===== config.mk =====
export PLATFORM = sky130hd
export DESIGN_NAME = zebra_stripe_analyzer
export DESIGN_NICKNAME = d
export VERILOG_FILES = /design/src/rtl/zebra_stripe_analyzer.sv
export SDC_FILE = /design/constraint.sdc
export NUM_CORES = 1
export LEC_CHECK = 0
export CAP_MARGIN = 25
export CELL_PAD_IN_SITES_DETAIL_PLACEMENT = 2
export CELL_PAD_IN_SITES_GLOBAL_PLACEMENT = 2
export CORE_MARGIN = 5
export CORE_UTILIZATION = 37
export CTS_CLUSTER_SIZE = 10
export DETAILED_ROUTE_END_ITERATION = 7
export GPL_ROUTABILITY_DRIVEN = 0
export HOLD_SLACK_MARGIN = 0.12
export PLACE_DENSITY_LB_ADDON = 0.1
export REMOVE_ABC_BUFFERS = 1
export SYNTH_ARGS = -nofsm -noshare
export SYNTH_HDL_FRONTEND = slang
export SYNTH_SLANG_ARGS = --single-unit

===== constraint.sdc =====
create_clock -name clk -period 7.5 [get_ports clk]
set_clock_uncertainty 0.1 [all_clocks]
set_input_delay 1.875 -clock clk [delete_from_list [all_inputs] [get_ports clk]]
set_output_delay 1.875 -clock clk [all_outputs]
set_load 0.02 [all_outputs]

===== src/rtl/zebra_stripe_analyzer.sv =====
// zebra_stripe_analyzer
// Downstream stage of the zebra-crossing white-pixel detector. Forwards the
// greyscale stream through a one-stage registered pass-through, measures
// white runs per row, counts rows holding enough wide stripes and issues one
// zebra decision per frame.
//
// Handshake: a transfer happens on a rising clk edge when valid and ready are
// both high; valid, once raised, holds its data until the transfer, and ready
// may depend combinationally on the downstream ready (x_ready = y_ready ||
// !y_valid).
module zebra_stripe_analyzer #(
    parameter int           IMG_WIDTH       = 320,
    parameter int           IMG_HEIGHT      = 240,
    parameter int           W               = 8,
    parameter logic [W-1:0] WHITE_THRESHOLD = 8'd180,
    parameter int           MIN_RUN         = 8,
    parameter int           MIN_STRIPES     = 3,
    parameter int           MIN_ROWS        = 20
) (
    input  logic                            clk,
    input  logic                            rst_n,
    input  logic                            x_valid,
    output logic                            x_ready,
    input  logic [W-1:0]                    x_data,
    output logic                            y_valid,
    input  logic                            y_ready,
    output logic [W-1:0]                    y_data,
    output logic [7:0]                      row_stripes,
    output logic [$clog2(IMG_HEIGHT+1)-1:0] stripe_rows,
    output logic                            zebra_detected,
    output logic                            detection_valid
);

    localparam int XW = (IMG_WIDTH  > 1) ? $clog2(IMG_WIDTH)  : 1;
    localparam int YW = (IMG_HEIGHT > 1) ? $clog2(IMG_HEIGHT) : 1;
    localparam int RW = $clog2(MIN_RUN + 1);
    localparam int TW = $clog2(IMG_HEIGHT + 1);

    localparam logic [XW-1:0] X_LAST  = XW'(IMG_WIDTH - 1);
    localparam logic [YW-1:0] Y_LAST  = YW'(IMG_HEIGHT - 1);
    localparam logic [RW-1:0] RUN_MAX = RW'(MIN_RUN);

    typedef enum logic {
        BLACK = 1'b0,
        WHITE = 1'b1
    } row_state_t;

    // Row FSM state; kept as a named signal so checkers can bind to it.
    row_state_t    row_state;

    logic [XW-1:0] x_pos;
    logic [YW-1:0] y_pos;
    logic [RW-1:0] run_len;
    logic [7:0]    cur_stripes;
    logic [TW-1:0] tally;

    logic          hs;
    logic          is_white;
    logic          row_end;
    logic          frame_end;
    logic [RW:0]   run_inc;
    logic [RW-1:0] run_next;
    logic          stripe_inc;
    logic [7:0]    final_count;
    logic          row_qualifies;
    logic [TW-1:0] final_tally;

    assign x_ready   = y_ready || !y_valid;
    assign hs        = x_valid && x_ready;
    assign is_white  = (x_data >= WHITE_THRESHOLD);
    assign row_end   = (x_pos == X_LAST);
    assign frame_end = row_end && (y_pos == Y_LAST);

    // Run length including the current pixel, and the row/frame counts that
    // result if the current pixel is accepted.
    always_comb begin
        run_inc = {1'b0, run_len} + (RW+1)'(1);
        if (row_state == BLACK) begin
            run_next = RW'(1);
        end else if (run_inc >= {1'b0, RUN_MAX}) begin
            run_next = RUN_MAX;
        end else begin
            run_next = run_inc[RW-1:0];
        end

        // A run closes on a black pixel, or is cut off by the right edge.
        if (is_white) begin
            stripe_inc = row_end && (run_next >= RUN_MAX);
        end else begin
            stripe_inc = (row_state == WHITE) && (run_len >= RUN_MAX);
        end

        if (stripe_inc && (cur_stripes != 8'hFF)) begin
            final_count = cur_stripes + 8'd1;
        end else begin
            final_count = cur_stripes;
        end

        row_qualifies = (32'(final_count) >= MIN_STRIPES);
        final_tally   = row_qualifies ? (tally + TW'(1)) : tally;
    end

    // One-stage registered pass-through.
    always_ff @(posedge clk or negedge rst_n) begin
        if (!rst_n) begin
            y_valid <= 1'b0;
            y_data  <= '0;
        end else if (hs) begin
            y_valid <= 1'b1;
            y_data  <= x_data;
        end else if (y_ready) begin
            y_valid <= 1'b0;
        end
    end

    // Raster position of the next accepted pixel.
    always_ff @(posedge clk or negedge rst_n) begin
        if (!rst_n) begin
            x_pos <= '0;
            y_pos <= '0;
        end else if (hs) begin
            if (row_end) begin
                x_pos <= '0;
                y_pos <= (y_pos == Y_LAST) ? '0 : (y_pos + YW'(1));
            end else begin
                x_pos <= x_pos + XW'(1);
            end
        end
    end

    // Row run FSM with per-row stripe count and per-frame row tally.
    always_ff @(posedge clk or negedge rst_n) begin
        if (!rst_n) begin
            row_state       <= BLACK;
            run_len         <= '0;
            cur_stripes     <= '0;
            tally           <= '0;
            row_stripes     <= '0;
            stripe_rows     <= '0;
            zebra_detected  <= 1'b0;
            detection_valid <= 1'b0;
        end else begin
            detection_valid <= 1'b0;
            if (hs) begin
                if (row_end) begin
                    // Runs never span rows: the row closes here.
                    row_state   <= BLACK;
                    run_len     <= '0;
                    cur_stripes <= '0;
                    row_stripes <= final_count;
                    if (frame_end) begin
                        tally           <= '0;
                        stripe_rows     <= final_tally;
                        zebra_detected  <= (32'(final_tally) >= MIN_ROWS);
                        detection_valid <= 1'b1;
                    end else begin
                        tally <= final_tally;
                    end
                end else if (row_state == BLACK) begin
                    if (is_white) begin
                        run_len   <= run_next;
                        row_state <= WHITE;
                    end
                end else begin
                    if (is_white) begin
                        run_len <= run_next;
                    end else begin
                        cur_stripes <= final_count;
                        row_state   <= BLACK;
                    end
                end
            end
        end
    end

endmodule


==> impl_metrics.csv, run 1 <==
group,metric,value,unit
power,ir_worst_vdd,79.52,µV
clock_network,cts_tree,"done",
clock_network,cts_sinks,65,
power,power.total,0.8142,mW
hold_path,worstHoldPathCells,2,
logic_synthesis,syn_inst,359,
clock_network,clk-insertion-delay-late,0.33,ns
global_routing,grt_max_degree,66,
worst_setup_path,ff2ff_path_depth,10,
sta,timing.final.crit_share,68.02,%
floorplanning,initial_core_util,37.96,%
floorplanning,ios,40,
finish,diodes,0,
detailed_routing,wl_per_cell,17.01,µm
global_routing,grt_overflow,0,
detailed_routing,route.detailed.drc,0,
worst_setup_path,critical_path.max_fanout,4,
clock_network,cts_setup_buffers,0,
floorplanning,chipWidth,104.8,µm
run,cap_violations,0,
clock_network,ctsResizeCount,0,
sta,slew_headroom,43.35,%
floorplanning,num_rows,34,
power,powerDensity,204.3,nW/µm²
global_routing,grt_first_pass_wirelength,14960,µm
worst_setup_path,critPathRequiredTime,5.53,ns
clock_network,clockBufferDepth,2,
detailed_routing,drt_pre_antenna_iters,4,
sta,worst_pin_slew,0.8497,ns
clock_network,ctsHoldBuffers,0,
global_routing,antenna_found_initial,0,
logic_synthesis,async_flop_share,100.0,%
logic_synthesis,synth_cell_type_count,49,
sta,holdWs,0.3756,ns
global_routing,grt_pass1_vias,3009,
worst_setup_path,setup.worst_path.class,"input port to output port",
floorplanning,die_h,104.8,µm
worst_setup_path,start_kind,"input port",
logic_synthesis,ys_ff_latch,65,
logic_synthesis,syn_avg_cell_area,9.267,µm²
clock_network,clkSlewWorstSetupHoldPaths,0.06,ns
detailed_routing,vias,2747,
global_routing,grt_usage,16.50,%
logic_synthesis,synth_seq_area_share,48.89,%
sta,tns,0,ns
detailed_routing,drt_iter0_drc,58,
finish,drive_gt1_share,6.767,%
clock_network,cts.htree.levels,3,
sta,max_clock_freq,196.0,MHz
logic_synthesis,synthFlopType,"dfrtp_1",
logic_synthesis,syn_area,3327,µm²
finish,areaGrowthSynthToFinish,19.82,%
sta,hold_viol_final,0,
worst_setup_path,worst-endpoint-arrival,3.13,ns
detailed_routing,routed_wl,8622,µm
detailed_routing,vias_per_cell,5.418,
placed_design,detailedPlacementHpwl,6027,µm
placed_design,placed_area,3802,µm²
detailed_routing,ant_nets,0,
sta,period_needed,5.102,ns
logic_synthesis,synth_warnings,0,
logic_synthesis,synth_edf_count,0,
clock_network,numCtsBuffers,9,
worst_setup_path,cp-end-kind,"output port",
sta,setup_viol_count_final,0,
clock_network,clockRootBuffer,"clkbuf_8",
sta,drv_slew,0,
placed_design,io_buffers,39,
run_status,outcome,"completed",
power,leakagePower,1.738,nW
finish,design_area,3986,µm²
floorplanning,fp.coreArea,8763,µm²
sta,rsz0062_at_grt,"false",
finish,num-nets-final,414,
hold_path,hold_class,"register to register",
floorplanning,dieArea,10990,µm²
[state kept, by name, summed over array words and instances (netlist names)]
register,cells
cur_stripes,8
y_pos,8
stripe_rows,8
y_data,8
zebra_detected,1
row_stripes,8
x_pos,9
tally,8
y_valid,1
row_state,1
detection_valid,1
run_len,4
[stage by stage]
step,utilization (%),setup slack [ns],instances
2_1_floorplan,-,3.219,343
3_3_place_gp,43.39,2.434,493
3_5_place_dp,43.39,2.389,493
4_1_cts,45.49,2.382,507
5_1_grt,45.49,2.346,507
6_report,45.49,2.398,507
[cell usage after synthesis (all sizes together), types with 2 or more instances]
master | count | share of area (%)
a22o | 4 | 1.1
mux2i | 5 | 2.3
inv | 9 | 1.0
nand4 | 6 | 1.1
nor4 | 3 | 1.0
and3 | 7 | 1.3
a31oi | 4 | 0.75
nor2 | 22 | 2.5
nor2b | 4 | 0.75
and4 | 2 | 0.56
dfrtp | 65 | 49
o22ai | 2 | 0.38
a41oi | 2 | 0.53
a21oi | 5 | 0.75
nand2 | 78 | 9.0
nand2b | 5 | 0.94
xnor2 | 6 | 1.6
o211ai | 6 | 1.5
nand3 | 19 | 3.2
o21ai | 44 | 6.7
and2 | 5 | 0.94
xor2 | 10 | 2.6
o31ai | 9 | 2.0
mux2 | 2 | 0.79
ha | 6 | 2.3
o2bb2ai | 2 | 0.53
buf | 4 | 0.68
clkbuf | 12 | 1.4
[power by group]
part           switching, mW  internal [mW]  total [mW]
Sequential            0.0257          0.376       0.401
Combinational         0.0738         0.0524       0.126
Clock                  0.128          0.159       0.287
Total                  0.228          0.587       0.814
[layout make-up]
| class | instances | area, µm² |
|---|---|---|
| multi-input combinational | 269 | 1599 |
| clock buffer | 11 | 141.4 |
| inverter | 9 | 33.78 |
| sequential | 65 | 1627 |
| tap | 108 | 135.1 |
| timing repair buffer | 42 | 407.9 |
| fill | 987 | 4777 |
| clock inverter | 3 | 42.54 |
[placed cells by master, fill, tap and decap left out, drive strengths merged, types with 2 or more instances in the layout]
cell           instances
buf                    4
clkdlybuf4s50         38
clkbuf                11
nand2b                 5
mux2i                  5
a21oi                  5
a41oi                  2
o21ai                 44
and2                   5
o31ai                  9
and4                   2
a31oi                  4
xor2                  10
a22o                   4
nand4                  6
nor4                   3
mux2                   2
nor2b                  4
xnor2                  6
o211ai                 6
ha                     6
o22ai                  2
dfrtp                 65
o2bb2ai                2
nand2                 78
and3                   7
nor2                  22
nand3                 19
inv                    9
[layer usage]
| layer | GRT usage, % | up-vias | part of all wire, % |
|---|---|---|---|
| li1 | - | 1328 | - |
| met1 | 20.87 | 1379 | 45 |
| met2 | 28.55 | 34 | 51 |
| met3 | 4.069 | 6 | 2.9 |
| met4 | 3.562 | 0 | 0.89 |
| met5 | 0 | - | 0 |
[worst max-delay path: stages]
cell and delay, ns:
clkdlybuf4s50_1 0.46, nand2b_1 0.17, clkdlybuf4s50_1 0.63
[path summary, 6_finish.rpt]
path | from | endpoint | slack [ns]
setup reg to reg | run_len[0] | zebra_detected | 4.15
setup / recovery | y_ready | x_ready | 2.40
min in group asynchronous | rst_n | y_valid | 1.64
hold reg to reg | y_data[5] | y_data[5] | 0.38
max in group asynchronous | rst_n | cur_stripes[6] | 5.11
hold / removal | y_data[5] | y_data[5] | 0.38
[cell families after synthesis]
kind of cell | Yosys count | synth area share [%]
and+or+nand+nor | 155 | 22.38
AOI/OAI and AO/OA | 85 | 16.17
DFF | 65 | 48.89
buffers and inverters | 25 | 3.046
xor gates and xnor gates | 16 | 4.212
muxes | 7 | 3.046
adders and majority gates | 6 | 2.256
(Power assumes the default switching activity.)
==> run 2, diff against run 1 <==
- CORE_UTILIZATION: 37 -> 35
- clock period: 7.5 -> 5.2 ns (I/O delays scaled with it)
==> run 2 against run 1 <==
Against the previous run:
- hold slack improved by 0.0051 ns
- sequential share of layout area decreased by 0.67 points
- die area increased by 5.2%
- register-to-register slack got worse by 2.4 ns
- first-iteration DRC count decreased by 38%
- flip-flop and latch count unchanged
- clock power increased by 54%
- sequential power increased by 44%
- combinational power increased by 50%
- via count increased by 2.1%
- setup slack got worse by 1.4 ns
- non-clock buffer count increased by 2
- largest cell class unchanged
==> impl_metrics.csv, run 2 (synthesis results as in run 1) <==
group,metric,value,unit
placed_design,io_buffers,39,
sta,setup_viol_count_final,0,
floorplanning,num_rows,35,
clock_network,numCtsBuffers,9,
worst_setup_path,timing.reg2reg.setup_slack,1.80,ns
floorplanning,fp.coreArea,9240,µm²
floorplanning,initial_core_util,36.01,%
clock_network,cts_tree,"done",
global_routing,grt_usage,16.56,%
floorplanning,die_h,107.5,µm
detailed_routing,routed_wl,8946,µm
clock_network,clk-insertion-delay-late,0.35,ns
power,ir_worst_vdd,127.5,µV
detailed_routing,vias,2804,
worst_setup_path,worstPathCellList,"clkdlybuf4s50_1 -> o211a_1 -> o21ai_2 -> and3_1 -> o211ai_1 -> xor2_1 -> nand3_4 -> mux2_4 -> a2111oi_1 -> a41oi_1",
global_routing,grt_max_degree,44,
sta,max_clock_freq,238.6,MHz
placed_design,detailedPlacementHpwl,6333,µm
power,power_switching,0.3561,mW
finish,areaGrowthSynthToFinish,21.81,%
clock_network,ctsResizeCount,0,
power,seqPwrFrac,47.9,%
worst_setup_path,start_kind,"input port",
finish,diodes,0,
clock_network,clockRootBuffer,"clkbuf_8",
clock_network,cts.htree.levels,3,
worst_setup_path,critPathRequiredTime,5.31,ns
worst_setup_path,critical_path.max_fanout,14,
worst_setup_path,setup.worst_path.class,"input port to register",
sta,tns,0,ns
run_status,outcome,"completed",
finish,largest_reg_flops,9,
global_routing,grt_first_pass_wirelength,15340,µm
sta,holdWs,0.3807,ns
finish,top_register,"x_pos",
worst_setup_path,crit_slowest_cell,"a2111oi_1",
detailed_routing,route.detailed.drc,0,
clock_network,cts_setup_buffers,0,
detailed_routing,drt_pre_antenna_iters,4,
power,powerDensity,298.2,nW/µm²
clock_network,clkSlewWorstSetupHoldPaths,0.08,ns
detailed_routing,vias_per_cell,5.271,
sta,period_needed,4.192,ns
clock_network,cts_sinks,65,
finish,num-nets-final,416,
detailed_routing,drt_iter0_drc,36,
worst_setup_path,critPathTopFamily,"compound AO/OA/AOI/OAI gates",
worst_setup_path,cp-end-kind,"register",
floorplanning,ios,40,
global_routing,antenna_found_initial,0,
clock_network,clockBufferDepth,2,
sta,timing.final.crit_share,80.61,%
worst_setup_path,critPathMaxStageDelay,0.45,ns
sta,slew_headroom,60.49,%
worst_setup_path,critPathBufInv,1,
power,combPwrFrac,15.6,%
finish,drive_gt1_share,7.692,%
power,clock_power_share,36.5,%
floorplanning,chipWidth,107.5,µm
clock_network,ctsHoldBuffers,0,
worst_setup_path,worst-endpoint-arrival,4.30,ns
sta,rsz0062_at_grt,"false",
global_routing,grt_overflow,0,
run,cap_violations,0,
detailed_routing,ant_nets,0,
hold_path,hold_class,"register to register",
sta,drv_slew,0,
detailed_routing,wl_per_cell,16.82,µm
sta,hold_viol_final,0,
global_routing,grt_pass1_vias,3005,
power,p_sw_share,29.47,%
finish,final_common_cell,"nand2_1",
sta,worst_pin_slew,0.5864,ns
power,leakagePower,1.757,nW
power,p_int,0.8523,mW
finish,final_cell_mix,"nand2_1 (77), dfrtp_1 (65), o21ai_0 (39)",
floorplanning,dieArea,11560,µm²
run 2: cell count changes in the layout (fill, tap and decap cells not counted):
| cell | previous run | this run |
|---|---|---|
| clkinvlp_4 | 1 | 2 |
| buf_4 | 3 | 4 |
| buf_12 | 0 | 1 |
| clkinv_2 | 1 | 2 |
run 2: final timing paths:
kind	cells past startpoint	end	from
max	10	zebra_detected	x_data[3]
min	2	stripe_rows[5]	stripe_rows[5]
max reg2reg	10	zebra_detected	x_pos[0]
min reg2reg	2	stripe_rows[5]	stripe_rows[5]
max in group asynchronous	3	row_stripes[1]	rst_n
min in group asynchronous	1	x_pos[8]	rst_n
run 2: metal layers:
metal  GRT usage [%]  wire length [µm]
met1           20.72              4113
met4           5.410               121
met2           28.95              4516
met3           2.699               195
met5               0                 0
run 2: worst min-delay path, stage by stage, from the launching register on:
cell	delay, ns
dfrtp_1	0.34
nand2_1	0.05
o21ai_0	0.06
run 2: final cells by class:
class | instances | area [µm²]
inverters | 9 | 33.78
multi-input cells | 269 | 1599
clock buffers | 11 | 141.4
clock inverters | 5 | 55.05
repair buffers | 44 | 435.4
fillers | 1015 | 5187
flip-flops and latches | 65 | 1627
well taps | 129 | 161.4
run 2: stage by stage:
step                utilization (%)  cells  total power [mW]  area, µm²  setup slack (ns)
global placement              41.52    515            0.7678       3836            0.7960
global route                  43.86    532             1.270       4053            0.7975
finish                        43.86    532             1.208       4053             1.008
floorplan                         -    343            0.6968       3259             1.494
CTS                           43.64    531             1.223       4033            0.9666
detailed placement            41.52    515            0.7759       3836            0.6467
run 2: power groups by stage:
| stage | logic [mW] | registers, mW | clock network (mW) |
|---|---|---|---|
| 2_1_floorplan | 0.107 | 0.590 | 0 |
| 3_3_place_gp | 0.181 | 0.587 | 0 |
| 3_5_place_dp | 0.187 | 0.589 | 0 |
| 4_1_cts | 0.191 | 0.579 | 0.453 |
| 5_1_grt | 0.209 | 0.585 | 0.476 |
| 6_report | 0.189 | 0.578 | 0.441 |
==> run 3, diff against run 2 <==
- CORE_UTILIZATION: 35 -> 31
- clock period: 5.2 -> 3.4 ns (I/O delays scaled with it)
==> run 3 against run 2 <==
Against the previous run:
- setup slack got worse by 0.91 ns
- final area rose by 3.5%
- clock-buffer cell count rose by 2
- non-clock buffer count rose by 10
- largest power group unchanged
- critical path type unchanged
- clock power rose by 74%
- total power rose by 62%
- critical path depth did not move
- core utilization fell by 3.6 points
- flip-flop and latch count did not move
- sequential power rose by 53%
- combinational power rose by 61%
- global-route usage fell by 1.4 points
==> impl_metrics.csv, run 3 (synthesis results as in run 1) <==
group,metric,value,unit
power,clock_power_share,39.2,%
power,seqPwrFrac,45.3,%
detailed_routing,routed_wl,9198,µm
clock_network,cts.htree.levels,3,
placed_design,detailedPlacementHpwl,6600,µm
power,powerDensity,467.4,nW/µm²
detailed_routing,wl_met2,4599,µm
detailed_routing,drt-met1-wl,4272,µm
finish,num-nets-final,426,
worst_setup_path,timing.reg2reg.setup_slack,0.30,ns
floorplanning,die_h,113.6,µm
worst_setup_path,cp-end-kind,"register",
clock_network,ctsHoldBuffers,0,
global_routing,antenna_found_initial,0,
hold_path,worstHoldPathCells,2,
detailed_routing,ant_nets,0,
global_routing,grt_max_degree,43,
detailed_routing,drt_pre_antenna_iters,4,
floorplanning,fp.coreArea,10420,µm²
detailed_routing,vias,2813,
detailed_routing,route.detailed.drc,0,
worst_setup_path,rr_endpoint,"zebra_detected",
clock_network,numCtsBuffers,9,
sta,slew_headroom,59.37,%
sta,hold_viol_final,0,
clock_network,clk-insertion-delay-late,0.35,ns
floorplanning,initial_core_util,31.94,%
hold_path,hp-start,"y_data[5]",
placed_design,placed_area,3940,µm²
power,leakagePower,1.826,nW
power,ir_worst_vdd,169.9,µV
global_routing,grt_overflow,0,
placed_design,io_buffers,39,
floorplanning,chipWidth,113.6,µm
worst_setup_path,worstSetupEndpoint,"zebra_detected",
sta,period_needed,3.299,ns
sta,holdWs,0.3765,ns
finish,largest_reg_flops,9,
hold_path,hold_class,"register to register",
clock_network,cts_setup_buffers,0,
finish,design_area,4193,µm²
clock_network,cts_sinks,65,
finish,fin_util,40.25,%
power,p_sw_share,27.05,%
floorplanning,ios,40,
global_routing,grt_usage,15.12,%
power,p_int,1.430,mW
finish,diodes,0,
sta,timing.final.crit_share,97.04,%
worst_setup_path,worst-endpoint-arrival,3.41,ns
floorplanning,num_rows,37,
run_status,outcome,"completed",
worst_setup_path,setup.worst_path.class,"input port to register",
worst_setup_path,regToRegStartpoint,"x_pos[0]",
clock_network,clkSlewWorstSetupHoldPaths,0.07,ns
finish,top_register,"x_pos",
sta,rsz0062_at_grt,"false",
sta,setup_viol_count_final,0,
worst_setup_path,critPathLaunch,"x_data[3]",
worst_setup_path,critical_path.max_fanout,4,
floorplanning,dieArea,12900,µm²
sta,fin_ws,0.1006,ns
power,power_switching,0.5301,mW
clock_network,clockRootBuffer,"clkbuf_8",
run,cap_violations,0,
global_routing,grt_first_pass_wirelength,15670,µm
clock_network,clockBufferDepth,2,
global_routing,grt_pass1_vias,3136,
worst_setup_path,start_kind,"input port",
power,combPwrFrac,15.6,%
detailed_routing,vias_per_cell,5.133,
detailed_routing,drt_iter0_drc,63,
worst_setup_path,ff2ff_path_depth,10,
detailed_routing,wl_per_cell,16.78,µm
finish,drive_gt1_share,11.17,%
clock_network,cts_tree,"done",
placed_design,dp_worst_setup_slack,-0.4655,ns
detailed_routing,highest_layer,"met4",
worst_setup_path,critPathRequiredTime,3.51,ns
sta,drv_slew,0,
sta,worst_pin_slew,0.6094,ns
finish,final_cell_mix,"nand2_1 (77), dfrtp_1 (65), o21ai_0 (39)",
finish,final_common_cell,"nand2_1",
finish,areaGrowthSynthToFinish,26.02,%
sta,max_clock_freq,303.1,MHz
detailed_routing,met3_length,244,µm
-- run 3: cell types whose count changed in the layout (fill, tap and decap cells not counted), sizes merged --
cell | before | now
buf | 6 | 16
bufinv | 1 | 2
clkbuf | 11 | 13
clkinv | 2 | 0
clkinvlp | 2 | 0
-- run 3: layout make-up --
type,instances,area (µm²)
inverter,9,33.78
tap,136,170.2
fill,1162,6223
clock buffer,13,168.9
clock inverter,2,60.06
timing repair buffer,54,510.5
multi-input combinational,269,1623
sequential,65,1627
-- run 3: stage by stage --
stage                     TNS [ns]  total power [mW]  cells
final                            0             1.960    548
after global routing             0             2.070    548
after CTS                        0             1.993    548
after detailed placement    -1.747             1.205    533
after global placement     -0.4428             1.189    533
after floorplan                  0             1.066    343
-- run 3: worst min-delay path by stage --
stage	endpoint	slack (ns)
floorplan	x_pos[1]	0.36
global placement	row_stripes[6]	0.36
detailed placement	y_data[5]	0.37
CTS	y_data[5]	0.38
global route	y_data[2]	0.40
finish	y_data[5]	0.38
-- run 3: what timing repair did --
action / CTS / global route
resized for setup: 2 / 4
endpoints found under the setup margin: 1 / 3
hold endpoints to repair: 0 / 0
-- run 3: layer usage --
layer  vias up  GRT usage (%)
met2        27          25.83
met5         -              0
met3         9          3.820
li1       1352              -
met1      1425          19.02
met4         0          4.006
-- run 3: power by group through the flow --
stage	combinational, mW	clock [mW]	sequential, mW
2_1_floorplan	0.163	0	0.902
3_3_place_gp	0.292	0	0.897
3_5_place_dp	0.304	0	0.901
4_1_cts	0.307	0.798	0.887
5_1_grt	0.338	0.834	0.899
6_report	0.305	0.767	0.887
-- run 3: critical path: stages --
cell	delay, ns
clkdlybuf4s50_1	0.48
o211a_1	0.19
o21ai_2	0.09
and3_2	0.26
o211ai_1	0.33
xor2_2	0.26
nand3_4	0.10
mux2_4	0.31
a2111oi_2	0.38
a41oi_1	0.15
